## src/rtl/scemi_rs_adapter_pkg.sv

```systemverilog
// scemi_rs_adapter_pkg
//   Shared constants and helpers for the SceMi pipe ready/valid adapter.
//   Field layout of the proxy words:
//     PIPE_OUT : [DATA_W] valid, [DATA_W-1:0] payload
//     PIPE_IN  : {credit[CREDIT_W-1:0], resp_valid, resp_data[DATA_W-1:0]}
package scemi_rs_adapter_pkg;

  // Width of the optional saturating drop counter.
  localparam int DROP_COUNT_W = 16;

  // Credit counter is one bit wider than the FIFO pointer so that the host
  // can tell "DEPTH dequeues" apart from "no dequeues" between two samples.
  function automatic int credit_width(input int depth);
    return $clog2(depth) + 1;
  endfunction

  function automatic int pipe_out_valid_bit(input int data_w);
    return data_w;
  endfunction

  function automatic int pipe_in_valid_bit(input int data_w);
    return data_w;
  endfunction

  function automatic int pipe_in_credit_lsb(input int data_w);
    return data_w + 1;
  endfunction

  function automatic int pipe_in_width(input int data_w, input int credit_w);
    return credit_w + 1 + data_w;
  endfunction

endpackage

```

## src/rtl/scemi_rs_fifo.sv

```systemverilog
// scemi_rs_fifo
//   Synchronous FIFO with a registered head (no fall-through). A word
//   written at edge N is visible on data/!empty after edge N+1.
//   Ports:
//     clk, srst     : clock, synchronous active-high reset
//     enq, enq_data : write request and payload (ignored when full unless
//                     a dequeue happens in the same cycle)
//     deq           : consume head (ignored when empty)
//     full, empty   : occupancy flags (occupancy counts the head register)
//     data          : registered head of queue
module scemi_rs_fifo #(
  parameter int DATA_W = 32,
  parameter int DEPTH  = 8
) (
  input  logic              clk,
  input  logic              srst,
  input  logic              enq,
  input  logic [DATA_W-1:0] enq_data,
  input  logic              deq,
  output logic              full,
  output logic              empty,
  output logic [DATA_W-1:0] data
);

  localparam int PTR_W = $clog2(DEPTH);
  localparam int CNT_W = PTR_W + 1;

  logic [DATA_W-1:0] mem [DEPTH];
  logic [PTR_W-1:0]  wr_ptr_q, rd_ptr_q;
  logic [CNT_W-1:0]  mem_cnt_q, mem_cnt_d;   // entries still in the array
  logic              out_valid_q;
  logic [DATA_W-1:0] out_data_q;

  logic deq_ok, wr_en, load;

  assign deq_ok = deq && out_valid_q;
  assign full   = (mem_cnt_q + CNT_W'(out_valid_q)) == CNT_W'(DEPTH);
  assign empty  = !out_valid_q;
  assign data   = out_data_q;
  // A full queue still accepts a word when the head leaves in the same cycle.
  assign wr_en  = enq && (!full || deq_ok);
  // Refill the head register only from words written on earlier edges.
  assign load   = (mem_cnt_q != '0) && (!out_valid_q || deq_ok);

  always_comb begin
    mem_cnt_d = mem_cnt_q;
    case ({wr_en, load})
      2'b10:   mem_cnt_d = mem_cnt_q + CNT_W'(1);
      2'b01:   mem_cnt_d = mem_cnt_q - CNT_W'(1);
      default: mem_cnt_d = mem_cnt_q;
    endcase
  end

  // Storage array: no reset so it maps onto block RAM.
  always_ff @(posedge clk) begin
    if (wr_en) mem[wr_ptr_q] <= enq_data;
  end

  always_ff @(posedge clk) begin
    if (srst) begin
      wr_ptr_q    <= '0;
      rd_ptr_q    <= '0;
      mem_cnt_q   <= '0;
      out_valid_q <= 1'b0;
      out_data_q  <= '0;
    end else begin
      mem_cnt_q <= mem_cnt_d;
      if (wr_en) wr_ptr_q <= wr_ptr_q + PTR_W'(1);
      if (load) begin
        out_data_q  <= mem[rd_ptr_q];
        out_valid_q <= 1'b1;
        rd_ptr_q    <= rd_ptr_q + PTR_W'(1);
      end else if (deq_ok) begin
        out_valid_q <= 1'b0;
      end
    end
  end

endmodule

```

## src/rtl/scemi_pipe_rs_adapter.sv

```systemverilog
// scemi_pipe_rs_adapter
//   Bridges a free-running SceMi register-style pipe proxy to valid/ready
//   DUT streams. Host words are buffered in a FIFO; dequeues advance a
//   wrapping credit counter reported back to the host in PIPE_IN together
//   with one-cycle response pulses.
//   Ports:
//     CLK, RST   : clock, synchronous active-high reset
//     PIPE_OUT   : proxy word {valid, payload}
//     PIPE_IN    : registered proxy word {credit, resp_valid, resp_data}
//     RX_*       : receive stream (FIFO head) towards the DUT
//     TX_*       : response stream from the DUT
//     OVERFLOW   : sticky flag, a valid host word was dropped
//     DROP_COUNT : saturating drop count (only with
//                  SCEMI_RS_ADAPTER_DROP_COUNT_EN defined)
module scemi_pipe_rs_adapter
  import scemi_rs_adapter_pkg::*;
#(
  parameter  int DATA_W   = 32,
  parameter  int DEPTH    = 8,
  localparam int CREDIT_W = credit_width(DEPTH)
) (
  input  logic                       CLK,
  input  logic                       RST,
  input  logic [DATA_W:0]            PIPE_OUT,
  output logic [CREDIT_W+DATA_W:0]   PIPE_IN,
  output logic [DATA_W-1:0]          RX_DATA,
  output logic                       RX_VALID,
  input  logic                       RX_READY,
  input  logic [DATA_W-1:0]          TX_DATA,
  input  logic                       TX_VALID,
  output logic                       TX_READY,
  output logic                       OVERFLOW
`ifdef SCEMI_RS_ADAPTER_DROP_COUNT_EN
  ,
  output logic [DROP_COUNT_W-1:0]    DROP_COUNT
`endif
);

  localparam int OUT_VLD     = pipe_out_valid_bit(DATA_W);
  localparam int IN_VLD      = pipe_in_valid_bit(DATA_W);
  localparam int IN_CRED_LSB = pipe_in_credit_lsb(DATA_W);
  localparam int PIPE_IN_W   = pipe_in_width(DATA_W, CREDIT_W);

  logic                fifo_full, fifo_empty;
  logic                host_valid, deq, drop, tx_accept;
  logic [CREDIT_W-1:0] credit_q;
  logic                overflow_q;
  logic                resp_valid_q;
  logic [DATA_W-1:0]   resp_data_q;
  logic                tx_ready_q;
  logic [PIPE_IN_W-1:0] pipe_in_q, pipe_in_d;

  assign host_valid = PIPE_OUT[OUT_VLD];
  assign deq        = !fifo_empty && RX_READY;
  assign drop       = host_valid && fifo_full && !deq;
  assign tx_accept  = TX_VALID && tx_ready_q;

  scemi_rs_fifo #(
    .DATA_W (DATA_W),
    .DEPTH  (DEPTH)
  ) u_fifo (
    .clk      (CLK),
    .srst     (RST),
    .enq      (host_valid),
    .enq_data (PIPE_OUT[DATA_W-1:0]),
    .deq      (deq),
    .full     (fifo_full),
    .empty    (fifo_empty),
    .data     (RX_DATA)
  );

  assign RX_VALID = !fifo_empty;
  assign TX_READY = tx_ready_q;
  assign OVERFLOW = overflow_q;
  assign PIPE_IN  = pipe_in_q;

  // PIPE_IN is a second register stage over the state registers, so the
  // mid-cycle proxy sample never sees a combinational input path.
  always_comb begin
    pipe_in_d = '0;
    pipe_in_d[IN_CRED_LSB +: CREDIT_W] = credit_q;
    pipe_in_d[IN_VLD]                  = resp_valid_q;
    pipe_in_d[DATA_W-1:0]              = resp_data_q;
  end

  always_ff @(posedge CLK) begin
    if (RST) begin
      credit_q     <= '0;
      overflow_q   <= 1'b0;
      resp_valid_q <= 1'b0;
      resp_data_q  <= '0;
      tx_ready_q   <= 1'b0;
      pipe_in_q    <= '0;
    end else begin
      if (deq)  credit_q   <= credit_q + CREDIT_W'(1);
      if (drop) overflow_q <= 1'b1;
      // Response is a one-cycle pulse; payload is zeroed when idle.
      resp_valid_q <= tx_accept;
      resp_data_q  <= tx_accept ? TX_DATA : '0;
      tx_ready_q   <= 1'b1;
      pipe_in_q    <= pipe_in_d;
    end
  end

`ifdef SCEMI_RS_ADAPTER_DROP_COUNT_EN
  logic [DROP_COUNT_W-1:0] drop_cnt_q;

  always_ff @(posedge CLK) begin
    if (RST) begin
      drop_cnt_q <= '0;
    end else if (drop && (drop_cnt_q != '1)) begin
      drop_cnt_q <= drop_cnt_q + DROP_COUNT_W'(1);
    end
  end

  assign DROP_COUNT = drop_cnt_q;
`endif

endmodule

```

## config.mk

```make
export PLATFORM = sky130hd
export DESIGN_NAME = scemi_pipe_rs_adapter
export DESIGN_NICKNAME = d
export VERILOG_FILES = /design/src/rtl/scemi_rs_adapter_pkg.sv /design/src/rtl/scemi_rs_fifo.sv /design/src/rtl/scemi_pipe_rs_adapter.sv
export SDC_FILE = /design/constraint.sdc
export NUM_CORES = 1
export LEC_CHECK = 0
export ABC_CLOCK_PERIOD_IN_PS = 6300
export CORE_MARGIN = 2
export CORE_UTILIZATION = 56
export DETAILED_ROUTE_END_ITERATION = 12
export GPL_TIMING_DRIVEN = 0
export PLACE_DENSITY = 0.75
export SLEW_MARGIN = 20
export SYNTH_ARGS = -nofsm -noshare
export SYNTH_HDL_FRONTEND = slang
export SYNTH_SLANG_ARGS = --single-unit
```

## constraint.sdc

```tcl
create_clock -name CLK -period 6.3 [get_ports CLK]
set_input_delay 1.26 -clock CLK [delete_from_list [all_inputs] [get_ports CLK]]
set_output_delay 1.26 -clock CLK [all_outputs]
set_load 0.1 [all_outputs]
```

### Word-level counts from Yosys, hierarchy flattened

Memory sizes are Yosys's and may differ from the RTL's. A register that Yosys moved wholly into a read port is not among the register bits.
Cells that the tools add are included.

| cells by class | value |
|---|---|
| $add $sub $neg | 6 |
| eq/ne operators | 3 |
| muxes and demuxes | 6 |
| bitwise operators | 1 |
| reduce and logical (&&, ||, !) cells | 16 |

Operators with widths:

| cell | number |
|---|---|
| $add A4 B1 Y4 const B | 2 |
| $pmux W4 S2 | 1 |
| $logic_and A1 B1 Y1 | 7 |
| $add A3 B1 Y3 const B | 2 |
| $mux W1 | 5 |
| $add A4 B1 Y4 | 1 |
| $eq A4 B4 Y1 const B | 1 |
| $reduce_bool A2 Y1 | 2 |
| $reduce_bool A4 Y1 | 1 |
| $sub A4 B1 Y4 const B | 1 |
| $logic_not A1 Y1 | 3 |
| $eq A2 B1 Y1 const B | 1 |
| $eq A2 B2 Y1 const B | 1 |
| $logic_or A1 B1 Y1 | 2 |
| $reduce_or A2 Y1 | 1 |
| $not A1 Y1 | 1 |

| storage, ports and cells | value |
|---|---|
| flip-flop bits (word level) | 87 |
| RAM bits | 256 |
| input bits | 69 |
| output and inout port bits | 72 |
| logic and storage cells | 43 |
| memories kept | 1 |

Memories:

| memory | depth | width | read ports | clocked after Yosys merged registers in | wr ports | line | text |
|---|---|---|---|---|---|---|---|
| u_fifo.mem | 8 | 32 | 1 | 1 | 1 | scemi_rs_fifo.sv:28 | `logic [DATA_W-1:0] mem [DEPTH];` |

### Depth between registers and ports, before layout

Gate-level depths: netlist of run 1.

| depth | value |
|---|---|
| depth after elaboration | 7 |
| depth in mapped cells | 13 |
| depth with buffers taken out | 13 |

### Cells and area by module

Synthesis of run 1 repeated with hierarchy kept, for this count alone.

| unflattened totals | value |
|---|---|
| cells, all modules | 744 |
| area total of the unflattened synthesis | 13374.1 um2 |

Modules (own cells, without submodules):

| module | times used | cells an instance | area an instance (um2) |
|---|---|---|---|
| scemi_rs_fifo | 1 | 573 | 11203.2 |
| scemi_pipe_rs_adapter | 1 | 171 | 2170.8 |

### Worst setup path after synthesis of run 1

No wires, ideal clock.

| timing | value |
|---|---|
| path type | input to register |
| start | in RX_READY |
| end | mem u_fifo.mem[5][0], enable pin |
| arrival time | 5.357 ns |
| setup slack | 0.429 ns |
| stages | 6 |
| buffers on the path | 2 |
| cell sequence | and2_1 -> clkbuf_1 -> nor4_2 -> and2_1 -> buf_2 -> nor4b_1 |

| on the way | value |
|---|---|
| cells in the longest elaborated chain, start to end | 6 |

RTL lines:

| what | line | text |
|---|---|---|
| start: declaration | scemi_pipe_rs_adapter.sv:28 | `input logic RX_READY,` |
| $logic_and A1 B1 Y1 | scemi_pipe_rs_adapter.sv:54 | `assign deq = !fifo_empty && RX_READY;` |
| $logic_and A1 B1 Y1 | scemi_rs_fifo.sv:36 | `assign deq_ok = deq && out_valid_q;` |
| $logic_or A1 B1 Y1 | scemi_rs_fifo.sv:41 | `assign wr_en = enq && (!full \|\| deq_ok);` |
| $logic_and A1 B1 Y1 | scemi_rs_fifo.sv:41 |  |
| $mux W1 | scemi_rs_fifo.sv:56 | `if (wr_en) mem[wr_ptr_q] <= enq_data;` |
| $mux W1 (not written as such) | scemi_rs_fifo.sv:56 |  |
| end: declaration | scemi_rs_fifo.sv:28 |  |

No other way between the ends.

### Worst setup path in the final report of run 1

| timing | value |
|---|---|
| start | in RX_READY |
| end | reg u_fifo.mem_cnt_q[2] |

| on the way | value |
|---|---|
| cells in the longest elaborated chain, start to end | 6 |
| elaborated cells on any way between the ends | 10 |
| those cells by class | eq/ne (2); mux (1); reduce/logical (7) |

RTL lines:

| what | line | text |
|---|---|---|
| $logic_and A1 B1 Y1 * | scemi_pipe_rs_adapter.sv:54 |  |
| $logic_and A1 B1 Y1 * | scemi_rs_fifo.sv:36 |  |
| $logic_or A1 B1 Y1, on equally long branches | scemi_rs_fifo.sv:43, scemi_rs_fifo.sv:41 |  |
| $logic_and A1 B1 Y1, on equally long branches | scemi_rs_fifo.sv:43, scemi_rs_fifo.sv:41 |  |
| $eq A2 B1 Y1 or $eq A2 B2 Y1 (tied branches) | scemi_rs_fifo.sv:47 | `case ({wr_en, load})` |
| $pmux W4 S2 or $reduce_bool A2 Y1 (tied branches) | n/a |  |
| end signal: assignment | scemi_rs_fifo.sv:67 | `mem_cnt_q <= mem_cnt_d;` |
| end: declaration | scemi_rs_fifo.sv:30 | `logic [CNT_W-1:0] mem_cnt_q, mem_cnt_d;` |

Every way passes the cells marked *; elsewhere a longest branch is shown, timed or not.
A chain may end at the register's enable or synchronous reset.

==> results.json, run 1 <==
{
  "status": "completed",
  "num_vias": 7366,
  "synth_compound_area_frac": 0.0318,
  "ys_warn_count": 0,
  "die_w_um": 158,
  "ctsHtreeMaxLevel": 2,
  "leakage_nw": 5.79,
  "rows": 56,
  "cts_made_buffers": 37,
  "dpl.hpwl_mm": 18.8,
  "drc": 0,
  "post-route-util": 0.715,
  "rsz0062_at_grt": "false",
  "met2_usage": 0.381,
  "muxShareOfSynthArea": 0.114,
  "worst_r2r_startpoint": "u_fifo.mem_cnt_q[0]",
  "synth.net_count": 811,
  "hold_start": "resp_data_q[24]",
  "clkTransAtPathRegs_ps": 60,
  "min_path_type": "reg2reg",
  "max-cap-violations": 0,
  "cp_top_family": "simple AND/OR/NAND/NOR gates",
  "worst_pin_slew_ps": 1040,
  "core-area_um2": 23300,
  "cts_setup_buffers": 0,
  "fmax_mhz": 268,
  "grt_pass1_vias": 7580,
  "ys_seq_elements": 375,
  "yosysSeqAreaShare": 0.759,
  "slew_viol_final": 0,
  "synth-xor-area-share": 0.00660,
  "ys_types": 39,
  "layout-area-overhead-vs-synth_pct": 25.7,
  "post-route-period-util": 0.592,
  "antenna_found_initial": 2,
  "cp_max_fo": 5,
  "clock_path_buffers": 3,
  "relSlewSlack": 0.306,
  "grt_max_degree": 15,
  "start_kind": "input port",
  "post_cts_resized": 0,
  "cts_root_buffer": "clkbuf_16",
  "synth_top_family_by_area": "multiplexers",
  "fin_crit_ps": 3730,
  "cts_tree": "done",
  "fin_skew_ps": 10.9,
  "grt_pass1_wl_mm": 43.0,
  "layout_common_cells": "edfxtp_1 (256), clkdlybuf4s50_1 (140), dfxtp_1 (119)",
  "startpoint": "RX_READY",
  "cp.arrival_ps": 4160,
  "initial_core_util": 0.568,
  "viasPerCell": 5.63,
  "grt_use_total": 0.234,
  "portBuffers": 140,
  "syn_area_per_cell_um2": 18.1,
  "synthAdderAreaFrac": 0.00755,
  "cp_num_buf_inv": 3,
  "cp_common_cell": "a21oi_1",
  "synthSimpleGateAreaFrac": 0.0615,
  "routed_wl_mm": 28.8,
  "peakVddDrop_uv": 421,
  "clock_latency_ps": 520,
  "wl_per_cell_um": 22.0,
  "cp_slowest_cell": "clkdlybuf4s50_1",
  "gr-usage-met1": 0.315,
  "die-area_um2": 24900,
  "r2r_setup_slack_ps": 3080,
  "path_class": "in2reg",
  "place_congestion": 0.775,
  "drive_gt1_frac": 0.205,
  "critPathMaxStageDelay_ps": 410,
  "top_level_ports": 141,
  "endpoint_kind": "register",
  "die_h_um": 158,
  "drt-initial-drc-count": 521,
  "clock_sinks": 375,
  "postSynthCellCount": 734,
  "overflow": 0,
  "finalSetupViolations": 0,
  "powerDensity_nw_per_um2": 435,
  "timing.hold.ws_ps": 435,
  "path_cells": "clkdlybuf4s50_1 > and2_1 > clkbuf_1 > nor4_2 > a21oi_1 > inv_1 > ha_1 > xor2_1 > ha_1 > a21oi_1 > xor2_1 > or3_1 > a21oi_1",
  "final_antenna_net_count": 0,
  "cts_hold_buffers": 0,
  "dr.pass1.iters": 5,
  "synth_area_um2": 13300,
  "grtUsageMet3": 0.0498,
  "nets": 1038,
  "required_ps": 6730,
  "hold_viol_final": 0,
  "layout_commonest_cell": "edfxtp_1",
  "grt_busiest_layer": "met2"
}
[logic make-up after synthesis]
group           after synthesis
compound gates               74
mux                          71
simple gates                149
buf+inv                      47
xor+xnor                     10
fa+ha+maj                     8
flops                       375
[layout make-up]
type	count	area, um2
inverters	6	22.5
multi-input cells	312	2990
repair buffers	188	1750
clock buffers	60	1150
clock inverters	7	66.3
plain buffers	41	229
diodes	1	2.50
fillers	1448	6660
well taps	319	399
flip-flops and latches	375	10100
[through the flow]
stage               instances  cell area [um2]  total power [mW]  setup TNS, ps  setup WS (ps)
floorplan                 734            13300              4.53              0            429
global placement         1193            15100              5.05        -580700          -3670
detailed placement       1241            15500              5.13              0           2130
CTS                      1308            16700              7.30              0           2590
global route             1309            16700              7.51              0           2420
finish                   1309            16700              7.26              0           2570
[sequential cells by signal, indices dropped and copies added, names as in the netlist]
signal,cells
resp_valid_q,1
credit_q,4
TX_READY,1
u_fifo.rd_ptr_q,3
u_fifo.data,32
OVERFLOW,1
resp_data_q,32
u_fifo.wr_ptr_q,3
PIPE_IN,37
u_fifo.mem_cnt_q,4
u_fifo.out_valid_q,1
u_fifo.mem,256
[path summary, 6_finish.rpt]
kind,endpoint,cells past startpoint
worst min-delay path,PIPE_IN[24],1
worst max-delay path,u_fifo.mem_cnt_q[2],13
worst max register to register,u_fifo.mem_cnt_q[2],12
worst min register to register,PIPE_IN[24],1
[cell usage after synthesis, drive strengths merged]
| library cell | n | area [um2] |
|---|---|---|
| or3 | 2 | 12.5 |
| dfxtp | 119 | 2380 |
| xnor2 | 4 | 35.0 |
| nand3b | 1 | 7.51 |
| xor2 | 6 | 52.6 |
| nand3 | 6 | 30.0 |
| mux4 | 64 | 1440 |
| and3 | 1 | 6.26 |
| nand4 | 1 | 6.26 |
| nand2 | 6 | 22.5 |
| a21oi | 4 | 20.0 |
| ha | 8 | 100 |
| a31oi | 2 | 12.5 |
| nor2b | 40 | 250 |
| nor3 | 3 | 15.0 |
| o22ai | 32 | 200 |
| edfxtp | 256 | 7690 |
| nor4 | 3 | 25.0 |
| a211oi | 1 | 7.51 |
| clkbuf | 19 | 71.3 |
| nor2 | 45 | 169 |
| o21ai | 34 | 174 |
| buf | 22 | 158 |
| mux2i | 4 | 40.0 |
| nor4b | 2 | 17.5 |
| inv | 6 | 22.5 |
| and2 | 35 | 221 |
| nor3b | 2 | 15.0 |
| nand2b | 1 | 6.26 |
| mux2 | 3 | 33.8 |
| or4 | 1 | 11.3 |
| a21o | 1 | 7.51 |
[power by group]
group	switching (mW)	total (mW)	leakage [nW]	internal, mW
clock network	0.876	2.17	0.601	1.29
logic	1.39	2.16	1.89	0.768
registers	0.0953	2.93	3.30	2.84
total	2.36	7.26	5.79	4.90
[routing by layer]
layer,up-vias,routed length [um]
li1,3266,-
met1,3727,12100
met2,306,13900
met3,67,1970
met4,0,862
met5,-,0
Note: power is estimated with default switching activity, not from simulation.
==> inputs of run 2 (changes only) <==
- ABC_CLOCK_PERIOD_IN_PS: 6300 -> 3650
- clock period: 6.3 -> 3.65 ns (I/O delays scaled with it)
==> run 2 against run 1 <==
- clock skew increased by 6.3 ps
- via count decreased by 3.5%
- design area increased by 0.21%
- non-clock buffer count decreased by 20
- power increased by 72%
- global-route usage decreased by 0.47 points
- core utilization increased by 0.15 points
- hold slack improved by 1.4 ps
- clock power increased by 71%
- critical endpoint is now u_fifo.mem[6][9]
- largest power group unchanged
==> results.json, run 2 (synthesized netlist as in run 1, its figures left out) <==
{
  "fillCellCount": 1428,
  "largest-register": "u_fifo.mem",
  "largest_reg_flops": 256,
  "grt_pass1_vias": 7457,
  "drt-initial-drc-count": 543,
  "layout_commonest_cell": "edfxtp_1",
  "timing.final.ws_setup_ps": 590,
  "timing.hold.ws_ps": 437,
  "status": "completed",
  "relSlewSlack": 0.302,
  "portBuffers": 140,
  "grt_pass1_wl_mm": 42.0,
  "cp_max_fo": 8,
  "dpl.hpwl_mm": 18.8,
  "layout_common_cells": "edfxtp_1 (256), clkdlybuf4s50_1 (140), dfxtp_1 (119)",
  "clkTransAtPathRegs_ps": 60,
  "power_mw": 12.5,
  "finalSetupViolations": 0,
  "clock_latency_ps": 520,
  "peakVddDrop_uv": 487,
  "final_area_um2": 16700,
  "post-route-period-util": 0.838,
  "path_class": "in2reg",
  "reg2reg_depth": 12,
  "multi_input_area_um2": 3050,
  "cts_made_buffers": 37,
  "cts_setup_buffers": 0,
  "post_cts_resized": 0,
  "clock_path_buffers": 3,
  "drive_gt1_frac": 0.188,
  "final_antenna_net_count": 0,
  "place_congestion": 0.740,
  "initial_core_util": 0.568,
  "max-cap-violations": 0,
  "top_level_ports": 141,
  "whs_path_depth": 1,
  "grt_use_total": 0.229,
  "core-area_um2": 23300,
  "drc": 0,
  "sequential_cell_area_um2": 10100,
  "grt_max_degree": 15,
  "rows": 56,
  "start_kind": "input port",
  "cp.arrival_ps": 3280,
  "rsz0062_at_grt": "false",
  "n_antenna_cell": 0,
  "layout-area-overhead-vs-synth_pct": 26.0,
  "worst_pin_slew_ps": 1040,
  "wl_per_cell_um": 21.7,
  "die-area_um2": 24900,
  "die_h_um": 158,
  "required_ps": 3870,
  "finalSetupTns_ps": 0,
  "dp_slack_ps": 28.5,
  "viasPerCell": 5.53,
  "cts_root_buffer": "clkbuf_16",
  "cts_hold_buffers": 0,
  "cts_tree": "done",
  "placed_area_um2": 15500,
  "leakage_nw": 5.69,
  "dr.pass1.iters": 5,
  "routed_wl_mm": 27.9,
  "num_vias": 7111,
  "die_w_um": 158,
  "fin_crit_ps": 3060,
  "fin_skew_ps": 17.1,
  "overflow": 0,
  "antenna_found_initial": 0,
  "powerDensity_nw_per_um2": 747,
  "fmax_mhz": 327,
  "slew_viol_final": 0,
  "ctsHtreeMaxLevel": 2,
  "nets": 1018,
  "min_path_type": "reg2reg",
  "clock_sinks": 375,
  "endpoint_kind": "register",
  "hold_viol_final": 0
}
## run 2: changes by cell type in the layout (fill, tap and decap cells not counted), moves of 5 or more
cell      change
buf_8         +9
clkbuf_1      -5
clkinv_1      +5
buf_2        -18
buf_4        -18
buf_6         +7
## run 2: cell type report
type	instances	area share
clock buffer	52	0.0648
inverter	6	0.00135
sequential	375	0.603
clock inverter	14	0.00719
timing repair buffer	168	0.104
buffer	41	0.0137
tap	319	0.0239
multi-input combinational	312	0.182
## run 2: worst paths after layout
check / start / end / slack (ps)
max: RX_READY / u_fifo.mem[6][9] / 590
min: resp_data_q[16] / PIPE_IN[16] / 440
max reg2reg: u_fifo.mem_cnt_q[0] / u_fifo.mem_cnt_q[2] / 630
min reg2reg: resp_data_q[16] / PIPE_IN[16] / 440
## run 2: power by group
group | internal (mW) | total [mW] | switching (mW) | leakage (nW)
Sequential | 4.90 | 5.07 | 0.169 | 3.30
Combinational | 1.33 | 3.71 | 2.39 | 1.80
Clock | 2.21 | 3.70 | 1.49 | 0.595
## run 2: stage by stage
step,util,cells
after floorplan,-,734
final,0.716,1287
after global routing,0.716,1287
after CTS,0.716,1287
after detailed placement,0.665,1221
after global placement,0.647,1193
## run 2: layer usage
layer / global-route usage / wire (um) / vias up
met2: 0.414 / 14500 / 261
li1: - / - / 3230
met5: 0 / 0 / -
met1: 0.285 / 11000 / 3565
met3: 0.0411 / 1820 / 55
met4: 0.0649 / 606 / 0
## run 2: critical path, cell delays in order
cell and delay [ps]:
clkdlybuf4s50_1 480, and2_1 120, clkbuf_1 240, nor4_2 120
and2_1 140, buf_2 240, nor4b_4 620, buf_6 240
buf_6 160, buf_6 160
